[src/rtl/ps2_scancode_ctrl_if.sv]
// rtl/ps2_scancode_ctrl_if.sv - Wishbone classic slave bus bundle for the scan-code controller
interface ps2_scancode_ctrl_if;
  logic        wb_cyc_i;
  logic        wb_stb_i;
  logic        wb_we_i;
  logic [1:0]  wb_adr_i;
  logic [31:0] wb_dat_i;
  logic [3:0]  wb_sel_i;
  logic        wb_ack_o;
  logic [31:0] wb_dat_o;

  modport master (
    output wb_cyc_i, wb_stb_i, wb_we_i, wb_adr_i, wb_dat_i, wb_sel_i,
    input  wb_ack_o, wb_dat_o
  );

  modport slave (
    input  wb_cyc_i, wb_stb_i, wb_we_i, wb_adr_i, wb_dat_i, wb_sel_i,
    output wb_ack_o, wb_dat_o
  );
endinterface

[src/rtl/ps2_scancode_ctrl.sv]
// rtl/ps2_scancode_ctrl.sv - PS/2 prefix decoder, event FIFO and Wishbone register slave
module ps2_scancode_ctrl #(
  parameter int FIFO_DEPTH     = 8,
  parameter int PREFIX_TIMEOUT = 100000
) (
  input  logic                clk_i,
  input  logic                rst_i,
  input  logic                rx_valid_i,
  input  logic [7:0]          rx_data_i,
  input  logic                rx_err_i,
  ps2_scancode_ctrl_if.slave  wb,
  output logic                irq_o
);
  localparam int PW = $clog2(FIFO_DEPTH);
  localparam int TW = $clog2(PREFIX_TIMEOUT) + 1;
  localparam logic [TW-1:0] TMO_LAST = TW'(PREFIX_TIMEOUT - 1);
  localparam logic [5:0]    FULL_CNT = 6'(FIFO_DEPTH);

  typedef enum logic [1:0] {IDLE, EXT, BRK, EXT_BRK} state_t;

  state_t          state;
  logic [TW-1:0]   tmo_cnt;
  logic [9:0]      mem [FIFO_DEPTH];
  logic [PW-1:0]   wr_ptr, rd_ptr;
  logic [5:0]      count;
  logic            ovf, err, tmo, en, irq_en;

  logic            acc, is_rd, is_wr, pop, full;
  logic            byte_in, byte_ok, is_prefix, push, do_push;
  logic            ovf_set, err_set, tmo_set;
  logic [31:0]     rd_data;
  logic [9:0]      head;

  // Byte lanes and unused write bits are intentionally ignored
  logic unused_bits;
  assign unused_bits = ^{wb.wb_sel_i, wb.wb_dat_i[31:11], wb.wb_dat_i[7:2]};

  assign head = mem[rd_ptr];

  // Bus decode, push/pop qualification and flag-set strobes
  always_comb begin
    acc       = wb.wb_cyc_i & wb.wb_stb_i & ~wb.wb_ack_o;
    is_rd     = acc & ~wb.wb_we_i;
    is_wr     = acc & wb.wb_we_i;
    full      = (count == FULL_CNT);
    pop       = is_rd & (wb.wb_adr_i == 2'd0) & (count != 6'd0);
    byte_in   = en & rx_valid_i;
    byte_ok   = byte_in & ~rx_err_i;
    is_prefix = (rx_data_i == 8'hE0) | (rx_data_i == 8'hF0);
    push      = byte_ok & ~is_prefix;
    do_push   = push & (~full | pop);
    ovf_set   = push & full & ~pop;
    err_set   = byte_in & rx_err_i;
    tmo_set   = ~byte_in & en & (state != IDLE) & (tmo_cnt == TMO_LAST);
    rd_data   = 32'd0;
    case (wb.wb_adr_i)
      2'd0: rd_data = (count != 6'd0) ? {1'b1, 21'd0, head} : 32'd0;
      2'd1: rd_data = {21'd0, tmo, err, ovf, 2'd0, count};
      2'd2: rd_data = {30'd0, irq_en, en};
      default: rd_data = 32'd0;
    endcase
  end

  // Prefix decoder FSM with abandonment timer
  always_ff @(posedge clk_i) begin
    if (rst_i || !en) begin
      state   <= IDLE;
      tmo_cnt <= '0;
    end else if (byte_in) begin
      tmo_cnt <= '0;
      if (rx_err_i) begin
        state <= IDLE;
      end else if (rx_data_i == 8'hE0) begin
        if (state == IDLE) state <= EXT;
      end else if (rx_data_i == 8'hF0) begin
        if (state == IDLE)     state <= BRK;
        else if (state == EXT) state <= EXT_BRK;
      end else begin
        state <= IDLE;
      end
    end else if (state != IDLE) begin
      if (tmo_cnt == TMO_LAST) begin
        state   <= IDLE;
        tmo_cnt <= '0;
      end else begin
        tmo_cnt <= tmo_cnt + 1'b1;
      end
    end else begin
      tmo_cnt <= '0;
    end
  end

  // Event storage; entries hold {ext, rel, code}
  always_ff @(posedge clk_i) begin
    if (do_push)
      mem[wr_ptr] <= {(state == EXT) | (state == EXT_BRK),
                      (state == BRK) | (state == EXT_BRK), rx_data_i};
  end

  // FIFO pointers, sticky flags, control register, bus ack/data and irq
  always_ff @(posedge clk_i) begin
    if (rst_i) begin
      wr_ptr      <= '0;
      rd_ptr      <= '0;
      count       <= '0;
      ovf         <= 1'b0;
      err         <= 1'b0;
      tmo         <= 1'b0;
      en          <= 1'b1;
      irq_en      <= 1'b0;
      wb.wb_ack_o <= 1'b0;
      wb.wb_dat_o <= 32'd0;
      irq_o       <= 1'b0;
    end else begin
      wb.wb_ack_o <= acc;
      if (acc) wb.wb_dat_o <= is_rd ? rd_data : 32'd0;
      if (do_push) wr_ptr <= wr_ptr + 1'b1;
      if (pop)     rd_ptr <= rd_ptr + 1'b1;
      if (do_push && !pop)      count <= count + 6'd1;
      else if (pop && !do_push) count <= count - 6'd1;
      if (is_wr && wb.wb_adr_i == 2'd1) begin
        ovf <= (ovf & ~wb.wb_dat_i[8])  | ovf_set;
        err <= (err & ~wb.wb_dat_i[9])  | err_set;
        tmo <= (tmo & ~wb.wb_dat_i[10]) | tmo_set;
      end else begin
        ovf <= ovf | ovf_set;
        err <= err | err_set;
        tmo <= tmo | tmo_set;
      end
      if (is_wr && wb.wb_adr_i == 2'd2) begin
        en     <= wb.wb_dat_i[0];
        irq_en <= wb.wb_dat_i[1];
      end
      irq_o <= irq_en & (count != 6'd0);
    end
  end
endmodule

[src/flat_wrapper.sv]
// flat-port wrapper written by rule: the top's interface ports become plain ports
module ps2_scancode_ctrl_flat 
#(
  parameter int FIFO_DEPTH     = 8,
  parameter int PREFIX_TIMEOUT = 100000
)
  (clk_i, rst_i, rx_valid_i, rx_data_i, rx_err_i, irq_o, wb_wb_cyc_i, wb_wb_stb_i, wb_wb_we_i, wb_wb_adr_i, wb_wb_dat_i, wb_wb_sel_i, wb_wb_ack_o, wb_wb_dat_o);
  ps2_scancode_ctrl_if wb_i ();
  input  logic clk_i;
  input  logic rst_i;
  input  logic rx_valid_i;
  input  logic [7:0] rx_data_i;
  input  logic rx_err_i;
  output logic irq_o;
  input wire logic [$bits(wb_i.wb_cyc_i)-1:0] wb_wb_cyc_i;
  input wire logic [$bits(wb_i.wb_stb_i)-1:0] wb_wb_stb_i;
  input wire logic [$bits(wb_i.wb_we_i)-1:0] wb_wb_we_i;
  input wire logic [$bits(wb_i.wb_adr_i)-1:0] wb_wb_adr_i;
  input wire logic [$bits(wb_i.wb_dat_i)-1:0] wb_wb_dat_i;
  input wire logic [$bits(wb_i.wb_sel_i)-1:0] wb_wb_sel_i;
  output wire logic [$bits(wb_i.wb_ack_o)-1:0] wb_wb_ack_o;
  output wire logic [$bits(wb_i.wb_dat_o)-1:0] wb_wb_dat_o;
  assign wb_i.wb_cyc_i = wb_wb_cyc_i;
  assign wb_i.wb_stb_i = wb_wb_stb_i;
  assign wb_i.wb_we_i = wb_wb_we_i;
  assign wb_i.wb_adr_i = wb_wb_adr_i;
  assign wb_i.wb_dat_i = wb_wb_dat_i;
  assign wb_i.wb_sel_i = wb_wb_sel_i;
  assign wb_wb_ack_o = wb_i.wb_ack_o;
  assign wb_wb_dat_o = wb_i.wb_dat_o;
  ps2_scancode_ctrl #(.FIFO_DEPTH(FIFO_DEPTH), .PREFIX_TIMEOUT(PREFIX_TIMEOUT)) u_core (.clk_i(clk_i), .rst_i(rst_i), .rx_valid_i(rx_valid_i), .rx_data_i(rx_data_i), .rx_err_i(rx_err_i), .wb(wb_i), .irq_o(irq_o));
endmodule
[config.mk]
export PLATFORM = sky130hd
export DESIGN_NAME = ps2_scancode_ctrl_flat
export DESIGN_NICKNAME = d
export VERILOG_FILES = /design/src/rtl/ps2_scancode_ctrl_if.sv /design/src/rtl/ps2_scancode_ctrl.sv /design/src/flat_wrapper.sv
export SDC_FILE = /design/constraint.sdc
export NUM_CORES = 1
export LEC_CHECK = 0
export ABC_AREA = 1
export CORE_MARGIN = 2
export CORE_UTILIZATION = 25
export CTS_CLUSTER_DIAMETER = 60
export CTS_CLUSTER_SIZE = 14
export DETAILED_ROUTE_END_ITERATION = 8
export SETUP_SLACK_MARGIN = 0.4
export SLEW_MARGIN = 20
export SYNTH_ARGS = -nofsm -noshare
export SYNTH_HDL_FRONTEND = slang
export SYNTH_SLANG_ARGS = --single-unit
[constraint.sdc]
create_clock -name clk_i -period 6.65 [get_ports clk_i]
set_clock_uncertainty 0.2 [all_clocks]
set_input_delay 0.665 -clock clk_i [delete_from_list [all_inputs] [get_ports clk_i]]
set_output_delay 0.665 -clock clk_i [all_outputs]
set_load 0.01 [all_outputs]
After elaboration in Yosys (flattened, before gate mapping)
Memory sizes are Yosys's and may differ from the RTL's. A register that Yosys moved wholly into a read port is not among the register bits.
Cells that the tools add are included.

operators by class
  bitwise gates (word level) = 41
  mux-type cells = 21
  add/subtract/negate cells = 5
  reductions and logical operators = 17
  equal/unequal tests = 11

operators by type and width
  kind                                                    number
  case mux 32 bit (3 select lines)                        1
  2-to-1 mux 32 bit                                       2
  bitwise AND 1 bit                                       20
  adder 18 x 1 -> 18 bit (second input constant)          1
  equality test 18 x 17 -> 1 bit (second input constant)  1
  2-to-1 mux 2 bit                                        9
  equality test 8 bit (second input constant)             2
  2-to-1 mux 6 bit                                        2
  inverter 1 bit                                          11
  OR 1 bit                                                10
  nonzero test 2 bit                                      4
  adder 3 x 1 -> 3 bit (second input constant)            2
  adder 6 x 1 -> 6 bit (second input constant)            1
  equality test 2 bit (second input constant)             3
  equality test 6 x 4 -> 1 bit (second input constant)    1
  2-to-1 mux 3 bit                                        2
  nonzero test 6 bit                                      1
  subtractor 6 x 1 -> 6 bit (second input constant)       1
  2-to-1 mux 1 bit                                        5
  != test 5 bit (second input constant)                   1
  equality test 2 x 1 -> 1 bit (second input constant)    2
  logical AND 1 bit                                       4
  logical NOT 2 bit                                       2
  != test 4 bit (second input constant)                   1
  4 further kinds                                         6

word-level totals
  memory bits (writable) = 80
  memories kept = 1
  output and inout port bits = 34
  register bits after elaboration = 71
  input port bits = 53

memory list
  name        depth  bits a word  read ports  clocked after Yosys merged registers in  wr ports  line                     source
  u_core.mem  8      10           1           1                                        1         ps2_scancode_ctrl.sv:23  logic [9:0] mem [FIFO_DEPTH];

Longest topological paths before layout
  depth after elaboration = 11
  depth in mapped cells = 19
  depth with buffers taken out = 19

Least setup slack after synthesis
No wires, ideal clock.

  kind = input to register
  start = in wb_wb_cyc_i
  end = reg u_core.count[5]
  slack = 3,811 ps
  cell stages on the path = 19
  arrival time = 2,507 ps
  data required time = 6,318 ps
  path through = nand2_1 nor2_2 inv_2 nor2_8 nand2_4 nand2_2 nand2_2 inv_2 ha_1 inv_1 ha_1 a21oi_1 nand2_1 nand3_1 nand2_1 nand2_1 nand2_1 nand2_1 a21oi_1

between the ends
  longest elaborated chain between the ends = 10

RTL lines
  what                                 line                      source
  start, declared                      flat_wrapper.sv:15        input wire logic [$bits(wb_i.wb_cyc_i)-1:0] wb_wb_cyc_i;
  bitwise AND 1 bit (*) (2 in series)  ps2_scancode_ctrl.sv:42   acc = wb.wb_cyc_i & wb.wb_stb_i & ~wb.wb_ack_o;
  bitwise AND 1 bit (*)                ps2_scancode_ctrl.sv:43   is_rd = acc & ~wb.wb_we_i;
  bitwise AND 1 bit (*) (2 in series)  ps2_scancode_ctrl.sv:46   pop = is_rd & (wb.wb_adr_i == 2'd0) & (count != 6'd0);
  OR 1 bit (*)                         ps2_scancode_ctrl.sv:51   do_push = push & (~full | pop);
  bitwise AND 1 bit (*)                ps2_scancode_ctrl.sv:51
  named net u_core.do_push             ps2_scancode_ctrl.sv:29   logic byte_in, byte_ok, is_prefix, push, do_push;
  logical NOT 1 bit                    ps2_scancode_ctrl.sv:120  else if (pop && !do_push) count <= count - 6'd1;
  logical AND 1 bit                    ps2_scancode_ctrl.sv:120
  nonzero test 2 bit (no source line)  -
  end signal, assigned                 ps2_scancode_ctrl.sv:119  if (do_push && !pop) count <= count + 6'd1;
  end signal, assigned                 ps2_scancode_ctrl.sv:120
  end, declared                        ps2_scancode_ctrl.sv:25   logic [5:0] count;

The timed path passes the listed nets; every way through them passes the cells marked *.
A chain may end at the register's enable or synchronous reset.

Worst setup path in the final report
  start = in rx_data_i[2]
  end = reg u_core.count[5]

between the ends
  longest elaborated chain between the ends = 8

RTL lines
  what                                 line                      source
  start, declared                      flat_wrapper.sv:12        input logic [7:0] rx_data_i;
  equality test 8 bit                  ps2_scancode_ctrl.sv:49   is_prefix = (rx_data_i == 8'hE0) | (rx_data_i == 8'hF0);
  OR 1 bit (*)                         ps2_scancode_ctrl.sv:49
  inverter 1 bit (*)                   ps2_scancode_ctrl.sv:50   push = byte_ok & ~is_prefix;
  bitwise AND 1 bit (*)                ps2_scancode_ctrl.sv:50
  bitwise AND 1 bit (*)                ps2_scancode_ctrl.sv:51
  named net u_core.do_push             ps2_scancode_ctrl.sv:29
  logical NOT 1 bit                    ps2_scancode_ctrl.sv:120
  logical AND 1 bit                    ps2_scancode_ctrl.sv:120
  nonzero test 2 bit (no source line)  -

Marked as above.

==> impl_results.md <==
* First-pass GRT wire length at 21.71 mm
* Via/cell ratio at 4.218
* FP Rows at 57
* Unrepaired setup endpoints after global routing: no
* # H-tree levels at 4
* CTS tree: built
* CTS resizes at 0
* Maximum buffer depth of the clock tree at 2
* HP Class: flip-flop to flip-flop
* CP Launch Type: input pin
* Power Density at 269.2 nW/um2
* CTS Buf Count at 17
* Synth Flop Type: edfxtp_1
* Overflow after GRT at 0
* Yosys cell types at 37
* Root Driver: clkbuf_16
* Min cycle time layout at 3578 ps
* Area growth from synthesis to layout at 19.91%
* Clock power share at 0.470
* Crit path capture type: flip-flop
* Final HPWL from detailed placement at 8.892 mm
* Comb pwr share at 0.070
* Post-synth top area share at 0.3918
* Final antenna diode count at 0
* Most frequent cells in the layout: 210 x nand2_1, 80 x edfxtp_1, 69 x nor2_1
* Synth Area per Inst at 8.811 um2
* First-pass iteration count of the detailed router at 5
* Most common cell after layout, fill and taps aside: nand2_1
* Nets at 798
* Initial antenna violation count at 0
* Seq pwr share at 0.460
* Finished Core Util at 0.3041
* Final wirelength at 13.61 mm
* Warnings, synthesis at 0
* Relative slew slack at 0.2424
* Endpoints failing hold at 0
* Max stage delay on crit path at 670 ps
* Initial core utilization at 0.2536
* Die X-Extent at 160.6 um
* Layout cells sized above 1 at 0.08144
* Post-synthesis sequential area ratio at 0.5680
* Via count at 4526
* Data arrival, critical path at 3630 ps
* Chip Height at 160.6 um
* Slew Viols, Final at 0
* Slowest stage cell, crit path: clkdlybuf4s50_1
* Port Buf Inserts at 35
* GRT Overall Usage at 0.1091
* Number of max-cap violations at 0
* Cell taking the most area after synthesis: edfxtp_1
* Sw Ratio at 0.2251
* TritonCTS sink count at 134
* Worst-Margin Slew at 1132 ps
* Placer Congestion at 0.8330
* CP top delay family: simple AND/OR/NAND/NOR gates
* Switch Pwr at 445.6 uW
* DRC viols at 0
* Ys async rst share at 0
* P_leak at 0.002908 uW
* CTS Hold Bufs at 0
* Kind of critical path: input pin to flip-flop
* Die ar. at 25800 um2
* Drt initial violations at 263
* Fmax at 279.5 MHz
* Status: finished clean
* Clk Latency, worst-skew pair at 420 ps
* Cells after synthesis at 696
* Fin crit share at 0.5381
* Clock transition at path regs at 60 ps
* Fin Setup TNS at 0 ps
* Pint at 1534 uW
* #FFs+latches synth at 134
* Post-CTS Setup Inserts at 0
* Most Frequent Cell on Critical Path: nand2_1
* ANT nets after route at 0
* Worst IR Drop VDD at 0.0001430 V
* IO Count at 87
* Avg WL per Cell at 12.68 um
* Req. time, crit path at 6700 ps
* EDFF count, synth at 80
* CP Cell Sequence: clkdlybuf4s50_1, nor2_1, nand2_1, inv_1, nand2_1, nand2_1, nor2_1, nand2_2, inv_2, ha_1, inv_1, ha_1, a21oi_1, nand2_1, nand3_1, nand2_1, nand2_1, nand2_1, nand2_1, a21oi_1
* Final setup fails at 0
* Largest net degree at the start of global routing at 42
* Top post-synthesis cells by area: edfxtp_1 39%, dfxtp_1 18%, nand2_1 13%, nand3_1 4.7%, nor2_1 4.3%
* WP buf/inv at 4
* Largest fanout on the critical path at 9
* Mapped cell area at 6132 um2
* Vias in the first global route at 4344
* Total core area at 24180 um2
[layer usage]
layer | up-vias | routed length [um] | track usage
met4 | 0 | 211 | 0.03849
met3 | 18 | 624 | 0.03048
met1 | 2109 | 6134 | 0.1298
li1 | 2300 | - | -
met5 | - | 0 | 0
met2 | 99 | 6637 | 0.1889
[sequential cells by signal (all words and copies together), names as in the netlist, 2 cells and up, named ones only]
signal	cells
u_core.tmo_cnt	18
u_core.mem	80
u_core.state	2
u_core.wb.wb_dat_o	12
u_core.rd_ptr	3
u_core.wr_ptr	3
u_core.count	6
[logic make-up (layout without fill, tap and decap cells)]
family | after synthesis | count (layout) | share of synthesized area
compound gates | 60 | 60 | 0.05305
xor+xnor | 12 | 12 | 0.01714
fa+ha+maj | 9 | 9 | 0.01959
buf+inv | 109 | 143 | 0.08284
flops | 134 | 134 | 0.5680
other cells | 1 | 20 | 0.0006115
simple gates | 371 | 371 | 0.2587
[cell type report]
cell class | count | area [um2]
fillers | 2490 | 16820
flip-flops and latches | 134 | 3483
multi-input cells | 472 | 2217
clock buffers | 19 | 432.9
well taps | 324 | 405.4
repair buffers | 42 | 402.9
inverters | 69 | 259.0
clock inverters | 13 | 152.6
[path summary, 6_finish.rpt]
kind                                          from            endpoint  slack, ps  depth (start not counted)
worst min-delay path            u_core.tmo_cnt[17]  u_core.tmo_cnt[17]        260                          2
worst min register to register  u_core.tmo_cnt[17]  u_core.tmo_cnt[17]        260                          2
worst max register to register           u_core.en     u_core.count[5]       3710                         17
worst max-delay path                  rx_data_i[2]     u_core.count[5]       3070                         20
[per-stage QoR]
step	setup WS, ps	instances	hold slack [ps]	cell area [um2]	total power, uW
finish	3072	1073	261.1	7353	1980
global route	2723	1073	286.2	7353	2049
CTS	3124	1073	264.5	7351	1995
detailed placement	2697	1041	256.8	6765	1065
global placement	2709	1041	247.5	6763	1064
floorplan	3811	715	238.6	6203	1024
[worst reg2reg max path: cells and delay by family, from the launching register on]
family                     cells  cell delay [ps]
and+or+nand+nor               11             1320
adders and majority gates      2              530
DFF                            1              340
buffers and inverters          2              220
AOI/OAI and AO/OA              2              200
[Yosys cell counts (6+ instances only)]
master and instances:
inv_1 62, clkbuf_1 7, ha_1 8, o21ai_0 21, edfxtp_1 80, o211ai_1 6
nand2_1 210, dfxtp_1 54, nor2_1 71, buf_4 21, a21oi_1 29, nor3_1 8
nand3_1 58, buf_2 10, xor2_1 9
[power by group through the flow]
stage / clock network, uW / registers, uW / logic (uW)
floorplan: 0 / 923 / 101
global placement: 0 / 927 / 137
detailed placement: 0 / 927 / 138
CTS: 946 / 910 / 139
global route: 979 / 912 / 157
finish: 931 / 910 / 138
(Power assumes the default switching activity.)
